[config.mk]
export PLATFORM = sky130hd
export DESIGN_NAME = pulse_width_meter
export DESIGN_NICKNAME = d
export VERILOG_FILES = /design/src/rtl/pwm_pkg.sv /design/src/rtl/sync_edge.sv /design/src/rtl/pulse_width_meter.sv
export SDC_FILE = /design/constraint.sdc
export NUM_CORES = 1
export LEC_CHECK = 0
export ABC_CLOCK_PERIOD_IN_PS = 2700
export CORE_MARGIN = 1
export CORE_UTILIZATION = 52
export CTS_CLUSTER_DIAMETER = 60
export DETAILED_ROUTE_END_ITERATION = 12
export PLACE_DENSITY = 0.77
export SYNTH_ARGS = -nofsm -noshare
export SYNTH_HDL_FRONTEND = slang
export SYNTH_SLANG_ARGS = --single-unit
[constraint.sdc]
create_clock -name clk -period 2.7 [get_ports clk]
set_input_delay 0.54 -clock clk [delete_from_list [all_inputs] [get_ports clk]]
set_output_delay 0.54 -clock clk [all_outputs]
set_load 0.005 [all_outputs]
[src/rtl/pwm_pkg.sv]
// rtl/pwm_pkg.sv - shared PWM types: measurement FSM states and default counter width
package pwm_pkg;

  localparam int CNT_W_DEF = 16;

  typedef enum logic [1:0] {
    IDLE = 2'd0,
    HIGH = 2'd1,
    LOW  = 2'd2
  } pwm_state_t;

endpackage

[src/rtl/sync_edge.sv]
// rtl/sync_edge.sv - multi-flop synchroniser with registered previous level and edge strobes
module sync_edge #(
  parameter int STAGES = 2
) (
  input  logic clk,
  input  logic reset,
  input  logic din,
  output logic s,
  output logic rise,
  output logic fall
);

  logic [STAGES-1:0] sync_q;
  logic              s_d;

  always_ff @(posedge clk or posedge reset) begin
    if (reset) begin
      sync_q <= '0;
      s_d    <= 1'b0;
    end else begin
      sync_q <= {sync_q[STAGES-2:0], din};
      s_d    <= sync_q[STAGES-1];
    end
  end

  assign s    = sync_q[STAGES-1];
  assign rise = s & ~s_d;
  assign fall = ~s & s_d;

endmodule

[src/rtl/pulse_width_meter.sv]
// rtl/pulse_width_meter.sv - measures high time and rise-to-rise period of an async PWM input
module pulse_width_meter
  import pwm_pkg::*;
#(
  parameter int CNT_W       = CNT_W_DEF,
  parameter int SYNC_STAGES = 2
) (
  input  logic             clk,
  input  logic             reset,
  input  logic             en,
  input  logic             signal_in,
  input  logic             meas_ready,
  input  logic             clr_flags,
  output logic             meas_valid,
  output logic [CNT_W-1:0] meas_high,
  output logic [CNT_W-1:0] meas_period,
  output logic             sat_flag,
  output logic             overrun_flag
);

  localparam logic [CNT_W-1:0] CNT_MAX = '1;
  localparam logic [CNT_W-1:0] CNT_ONE = {{(CNT_W-1){1'b0}}, 1'b1};

  logic       s_level_unused;
  logic       rise;
  logic       fall;
  pwm_state_t state_q, state_d;
  logic [CNT_W-1:0] hi_q, hi_d;
  logic [CNT_W-1:0] lo_q, lo_d;
  logic [CNT_W:0]   sum;
  logic [CNT_W-1:0] period_c;
  logic             done;
  logic             sat_set;
  logic             overrun_set;

  sync_edge #(.STAGES(SYNC_STAGES)) u_sync (
    .clk   (clk),
    .reset (reset),
    .din   (signal_in),
    .s     (s_level_unused),
    .rise  (rise),
    .fall  (fall)
  );

  // Period is formed one bit wider so an overflow can be detected and clamped.
  assign sum      = {1'b0, hi_q} + {1'b0, lo_q};
  assign period_c = sum[CNT_W] ? CNT_MAX : sum[CNT_W-1:0];

  always_comb begin
    state_d = state_q;
    hi_d    = hi_q;
    lo_d    = lo_q;
    done    = 1'b0;
    sat_set = 1'b0;
    if (!en) begin
      state_d = IDLE;
      hi_d    = '0;
      lo_d    = '0;
    end else begin
      case (state_q)
        IDLE: begin
          hi_d = '0;
          lo_d = '0;
          if (rise) begin
            state_d = HIGH;
            hi_d    = CNT_ONE;
          end
        end
        HIGH: begin
          if (fall) begin
            state_d = LOW;
            lo_d    = CNT_ONE;
          end else if (hi_q == CNT_MAX) begin
            sat_set = 1'b1;
          end else begin
            hi_d = hi_q + 1'b1;
          end
        end
        LOW: begin
          // A rise both completes this pulse and starts the next one.
          if (rise) begin
            done    = 1'b1;
            sat_set = sum[CNT_W];
            state_d = HIGH;
            hi_d    = CNT_ONE;
            lo_d    = '0;
          end else if (lo_q == CNT_MAX) begin
            sat_set = 1'b1;
          end else begin
            lo_d = lo_q + 1'b1;
          end
        end
        default: begin
          state_d = IDLE;
          hi_d    = '0;
          lo_d    = '0;
        end
      endcase
    end
  end

  always_ff @(posedge clk or posedge reset) begin
    if (reset) begin
      state_q <= IDLE;
      hi_q    <= '0;
      lo_q    <= '0;
    end else begin
      state_q <= state_d;
      hi_q    <= hi_d;
      lo_q    <= lo_d;
    end
  end

  assign overrun_set = done & meas_valid & ~meas_ready;

  always_ff @(posedge clk or posedge reset) begin
    if (reset) begin
      meas_valid   <= 1'b0;
      meas_high    <= '0;
      meas_period  <= '0;
      sat_flag     <= 1'b0;
      overrun_flag <= 1'b0;
    end else begin
      if (done && (!meas_valid || meas_ready)) begin
        meas_valid  <= 1'b1;
        meas_high   <= hi_q;
        meas_period <= period_c;
      end else if (meas_valid && meas_ready) begin
        meas_valid <= 1'b0;
      end
      sat_flag     <= sat_set | (sat_flag & ~clr_flags);
      overrun_flag <= overrun_set | (overrun_flag & ~clr_flags);
    end
  end

endmodule

==> metrics.md <==
| Metric | Value |
|---|---|
| Via count | `3494` |
| Worst Tran Pin Value | `567 ps` |
| Critical Path AT | `2800 ps` |
| N_diodes | `0` |
| Switching Fraction | `24.3%` |
| Final design utilization | `66.5%` |
| Gate Count Post-Synth | `433` |
| VDD IR-drop max | `0.222 mV` |
| Syn avg cell area | `9.45 um2` |
| Endpoint type of the worst setup path | `flip-flop` |
| Clock Sink Count | `72` |
| Hold Path Stages | `0` |
| H-tree lvl count | `3` |
| Final Slew Violations | `0` |
| Required @ worst endpoint | `2940 ps` |
| Final hold vios | `0` |
| HP Class | `reg -> reg` |
| P_sw | `505 uW` |
| Number of fill cells | `626` |
| Post-synth ARST share | `100%` |
| Post-route setup slack | `136 ps` |
| Netlist cell types | `49` |
| Most common cell after layout, fill and taps aside | `dfrtp_1` |
| Post-route ant nets | `0` |
| Ranking of synthesized cells by area | `dfrtp_1, ha_1, nor2_1` |
| Total core area | `0.00745 mm2` |
| DIE HEIGHT | `90.7 um` |
| Worst skew pair latency | `360 ps` |
| DP HPWL | `6970 um` |
| M1 WL | `4250 um` |
| Critical path class | `reg -> reg` |
| Layout Nets | `517` |
| Post-synth top area share | `44.0%` |
| Rel. slew slack | `61.9%` |
| Clock slew seen by the registers of the worst setup and hold paths | `80 ps` |
| IO Pins | `41` |
| Total global-route track usage | `24.8%` |
| Clock root buffer | `clkbuf_8` |
| Hold-fix buffers, CTS | `0` |
| RR Endpoint | `meas_period[14]$_DFFE_PP0P_` |
| Clock Skew | `12.0 ps` |
| Max FO, Critical Path | `4` |
| Input/output buffers | `40` |
| Row cnt | `31` |
| Synthesis-to-layout area growth | `21.0%` |
| Met2 wire length | `4520 um` |
| Vias in the first global route | `3360` |
| Max layer used | `met4` |
| Post-Syn Area | `0.00409 mm2` |
| RSZ-0062 raised after global routing | `no` |
| EDFF count, synth | `0` |
| Worst R2R Start | `lo_q[0]$_DFFE_PP0P_` |
| Setup slack, reg-to-reg | `140 ps` |
| Setup violators final | `0` |
| Max Fclk | `0.390 GHz` |
| CTS tree | `built` |
| Final critical-path required period | `2560 ps` |
| Worst Hold End | `u_sync.sync_q[1]$_DFF_PP0_` |
| First-pass GRT wire length | `15900 um` |
| Drt initial violations | `239` |
| Commonest non-fill, non-tap cells in the layout | `dfrtp_1, nor2_1, clkdlybuf4s50_1` |
| Pleak | `2.23 nW` |
| Die X | `90.7 um` |
| Hold path start | `u_sync.sync_q[0]$_DFF_PP0_` |
| R2R depth | `10` |
| Syn_nets | `462` |
| Starting density of the core | `54.9%` |
| Seq pwr share | `53.0%` |
| P_int | `1.57 mW` |
| Status | `finished clean` |
| Max Root-Sink Buffers | `2` |
| First-pass detailed-route iteration total | `5` |
| Post-synth top area cell | `dfrtp_1` |
| MaxCap Viol Count | `0` |
| Wire per inst | `15.9 um` |
| Setup TNS | `0 ps` |
| CTS Buf Count | `9` |
| Pwr dens | `419 mW/mm2` |
| DR DRC count | `0` |
| Setup crit start kind | `flip-flop` |
| Final wirelength | `9390 um` |
| Synth Flop Type | `dfrtp_1` |
| Final Cycle Share | `95.0%` |
| Sequential area share after synthesis | `44.0%` |
| GPL Wtd Cong | `0.897` |
| Clock group share of total power | `42.0%` |
| Placement Setup Slack | `84.0 ps` |
| Die area | `0.00823 mm2` |
| Routed wl met3 | `439 um` |
| Via density | `5.90` |
| Combinational fraction of design power | `5.0%` |
| Synth Register Bits | `72` |
| Share of layout cells above drive strength 1 | `12.6%` |
| Largest net degree at the start of global routing | `27` |
| Synth warnings | `0` |
| Initial antenna violation count | `0` |
| Total grt overflow | `0` |
==> metrics by stage <==
step	cells	total power [mW]	hold slack [ps]	area (um2)
2_1_floorplan	433	1.17	331	4090
3_3_place_gp	572	1.22	334	4690
3_5_place_dp	572	1.22	337	4690
4_1_cts	588	2.09	355	4890
5_1_grt	592	2.15	370	4950
6_report	592	2.07	352	4950
==> critical path, cell delays in order, from the launching register on <==
cell      delay, ps
dfrtp_1         400
ha_2            210
inv_1            50
fa_1            370
nand2b_1        200
a21oi_2         170
o21ai_0         160
buf_4           180
a2111o_1        400
a31oi_1         220
a21oi_1         100
==> flip-flops by register name, indices dropped and copies added (netlist names) <==
signal         cells
lo_q              16
overrun_flag       1
meas_period       16
meas_valid         1
meas_high         16
state_q            2
sat_flag           1
hi_q              16
u_sync.sync_q      2
u_sync.s_d         1
==> Yosys cell counts (5+ instances only) <==
library cell / n
dfrtp_1: 72
and2_1: 5
a21oi_1: 37
and3_1: 7
a31oi_1: 7
nand4_1: 6
o21ai_0: 33
inv_1: 16
and4_1: 5
nand3_1: 8
nor2_1: 55
xor2_1: 15
o22a_1: 8
nand2_1: 31
xnor2_1: 10
mux2_2: 16
clkbuf_1: 13
nand2b_1: 9
o2111ai_1: 5
ha_1: 22
==> how the worst max path moves through the flow <==
| stage | start | endpoint | slack, ps | cells past startpoint |
|---|---|---|---|---|
| detailed placement | lo_q[0]$_DFFE_PP0P_ | meas_period[14]$_DFFE_PP0P_ | 80 | 10 |
| CTS | lo_q[0]$_DFFE_PP0P_ | sat_flag$_DFF_PP0_ | 20 | 10 |
| global route | lo_q[0]$_DFFE_PP0P_ | meas_period[14]$_DFFE_PP0P_ | 30 | 10 |
| floorplan | hi_q[0]$_DFFE_PP0P_ | sat_flag$_DFF_PP0_ | 220 | 10 |
| global placement | lo_q[0]$_DFFE_PP0P_ | meas_period[14]$_DFFE_PP0P_ | 170 | 10 |
| finish | lo_q[0]$_DFFE_PP0P_ | meas_period[14]$_DFFE_PP0P_ | 140 | 10 |
==> final cells by class <==
type                            instances  area (um2)  area share (%)
Multi-Input combinational cell        329        2180            44.0
Sequential cell                        72        1800            36.4
Timing Repair Buffer                   60         588            11.9
Clock buffer                           10         128            2.58
Tap cell                               99         124            2.50
Clock inverter                          6        68.8            1.39
Inverter                               16        60.1            1.21
==> kinds of logic (layout without fill, tap and decap cells) <==
| kind of cell | after synthesis | count (layout) | share of synthesized area (%) |
|---|---|---|---|
| adders and majority gates | 23 | 23 | 7.22 |
| DFF | 72 | 72 | 44.0 |
| buffers and inverters | 32 | 92 | 3.15 |
| and+or+nand+nor | 144 | 144 | 17.2 |
| xor gates and xnor gates | 25 | 25 | 5.35 |
| muxes | 17 | 17 | 4.65 |
| AOI/OAI and AO/OA | 120 | 120 | 18.4 |
==> routing by layer <==
| layer | GRT usage (%) | vias to the layer above |
|---|---|---|
| met3 | 5.30 | 13 |
| met5 | 0 | - |
| met1 | 32.7 | 1701 |
| met2 | 39.3 | 113 |
| met4 | 11.0 | 0 |
| li1 | - | 1667 |
==> timing repair <==
action,4_1_cts,5_1_grt
resized for setup,0,4
setup endpoints to repair,0,20
setup buffers,0,4
==> power groups by stage <==
stage / clock, mW / sequential, mW / combinational (mW)
2_1_floorplan: 0 / 1.12 / 0.0499
3_3_place_gp: 0 / 1.12 / 0.101
3_5_place_dp: 0 / 1.12 / 0.103
4_1_cts: 0.886 / 1.10 / 0.103
5_1_grt: 0.937 / 1.10 / 0.116
6_report: 0.872 / 1.10 / 0.104
No activity file was read; power rests on OpenSTA's default activity.
==> edit, RTL diff (same flow settings) <==
Set the package constant `CNT_W_DEF` to 14 (it was 16).
--- a/src/rtl/pwm_pkg.sv
+++ b/src/rtl/pwm_pkg.sv
@@ -1,7 +1,7 @@
 // rtl/pwm_pkg.sv - shared PWM types: measurement FSM states and default counter width
 package pwm_pkg;
 
-  localparam int CNT_W_DEF = 16;
+  localparam int CNT_W_DEF = 14;
 
   typedef enum logic [1:0] {
     IDLE = 2'd0,
Interface: changed (resized meas_high and meas_period); port bits go from 41 to 37. No check against the original RTL was run, so the function may have changed too.
==> edit against the unedited design <==
  * Worst hold slack improved by 0.0040 ns
  * Total power up 1.5%
  * Sequential cell count decreased by 8
  * Setup slack got worse by 0.025 ns
  * Cell area down 7.9%
  * Synthesized area shrank 8.0%
  * Clock power is 18% higher
  * Global-route usage increased by 0.36 points
  * Wire length fell by 9.0%
  * Utilization decreased by 0.45 points
  * Via count fell by 12%
  * Final cell count is 10% lower
  * First-iteration DRC count grew 8.4%
  * Critical endpoint is now meas_period[11]$_DFFE_PP0P_
==> edit: results (changes against the unedited design) <==
stage,metric,value,unit,change
logic_synthesis,"Distinct cells, synth",63,,+29%
routing,final WL,8550,um,-9.0%
placement,dpl hpwl,6210,um,-11%
logic_synthesis,Synthesized Nets,405,,-12%
finish,Final nets,457,,-12%
timing,Layout Skew,0.00948,ns,-0.00253 ns
placement,Final GP Congestion,0.874,,-2.5%
clock_network,"Clk pin slew, worst setup/hold paths",0.08,ns,about the same
finish,layout cells sized above 1,16.6,%,+4.0 points
job,max cap viols,0,,unchanged
placement,Port Buffer Count,36,,-10%
logic_synthesis,sequential element share of the synthesized area,42.5,%,-1.5 points
placement,Post-Place Worst Slack,0.00881,ns,-0.0752 ns
logic_synthesis,Yosys top cell area share,42.5,%,-1.5 points
worst_setup_path,CP max FO,5,,+1
finish,fill count,559,,-11%
grt,first-pass GRT wire length,14600,um,-8.2%
logic_synthesis,synth top area cells,"dfrtp_1 (43%), ha_1 (6.6%), nor2_1 (5.0%), mux2_2 (4.2%), o21ai_0 (3.5%)",,
worst_setup_path,crit-path max cell delay,0.45,ns,+0.05 ns
grt,largest net degree at the start of global routing,65,,+140%
outcome,status,"finished, final reports clean",,
routing,vias,3059,,-12%
clock_network,Root Buffer,clkbuf_8,,
clock_network,clk buf depth,2,,unchanged
routing,DR pass1 iterations,4,,-1
worst_setup_path,highest-delay cell along the critical path,o41a_1,,
clock_network,H-tree depth,3,,unchanged
logic_synthesis,most frequent cells after synthesis,"dfrtp_1 (64), nor2_1 (50), o21ai_0 (26), nand2_1 (25), a21oi_1 (23)",,
power,leakage,2.00,nW,-10%
timing,Slew @ Worst Pin,0.508,ns,-0.0591 ns
routing,number of DRC markers in iteration 0,259,,+8.4%
power,Max VDD drop,0.251,mV,+13%
grt,vias in the first global route,2942,,-12%
worst_setup_path,Worst EP arrival,2.82,ns,+0.02 ns
grt,GRT Util Overall,25.2,%,+0.36 points
edit: final cells by class:
class                           instances  share of cell area (%)
Timing Repair Buffer                   53                    11.2
Clock inverter                          5                    2.28
Inverter                                9                   0.741
Tap cell                               96                    2.63
Multi-Input combinational cell        293                    44.9
Clock buffer                           11                    3.10
Sequential cell                        64                    35.1
edit: cells by family (layout without fill, tap and decap cells):
logic type	Yosys count	count (layout)	share of synthesized area [%]
compound gates	98	98	18.1
xor+xnor	22	22	5.12
fa+ha+maj	21	21	7.18
buf+inv	21	78	3.19
flops	64	64	42.5
mux	14	14	4.19
simple gates	138	138	19.6
edit: repair_timing:
item	CTS	global route
resized for setup	0	2
setup buffers	2	2
pin swaps	1	2
endpoints found under the setup margin	2	14
edit: path summary, 6_finish.rpt:
check                                              end                       start  slack, ns  depth (start not counted)
hold reg to reg             u_sync.sync_q[1]$_DFF_PP0_  u_sync.sync_q[0]$_DFF_PP0_       0.36                          0
setup / recovery           meas_period[11]$_DFFE_PP0P_         lo_q[0]$_DFFE_PP0P_       0.11                          9
min in group asynchronous  meas_period[12]$_DFFE_PP0P_                       reset       0.59                          3
hold / removal              u_sync.sync_q[1]$_DFF_PP0_  u_sync.sync_q[0]$_DFF_PP0_       0.36                          0
max in group asynchronous          lo_q[0]$_DFFE_PP0P_                       reset       1.83                          3
setup reg to reg           meas_period[11]$_DFFE_PP0P_         lo_q[0]$_DFFE_PP0P_       0.11                          9
edit: per-layer routing:
metal | track usage (%) | part of all wire (%) | vias to the layer above
met4 | 8.64 | 1.6 | 0
met3 | 4.83 | 4.6 | 11
met1 | 34.4 | 46 | 1467
li1 | - | - | 1488
met5 | 0 | 0 | -
met2 | 40.3 | 48 | 93
edit: where the power goes:
group          internal [W]  switching, W
sequential         0.000970    0.00000769
combinational     0.0000426     0.0000539
clock              0.000639      0.000393
total               0.00165      0.000454
edit: through the flow:
stage | instance area [um^2] | cells | hold WS [ns]
after floorplan | 3760 | 378 | 0.331
after global placement | 4280 | 511 | 0.332
after detailed placement | 4280 | 511 | 0.336
after CTS | 4540 | 529 | 0.351
after global routing | 4560 | 531 | 0.364
final | 4560 | 531 | 0.356
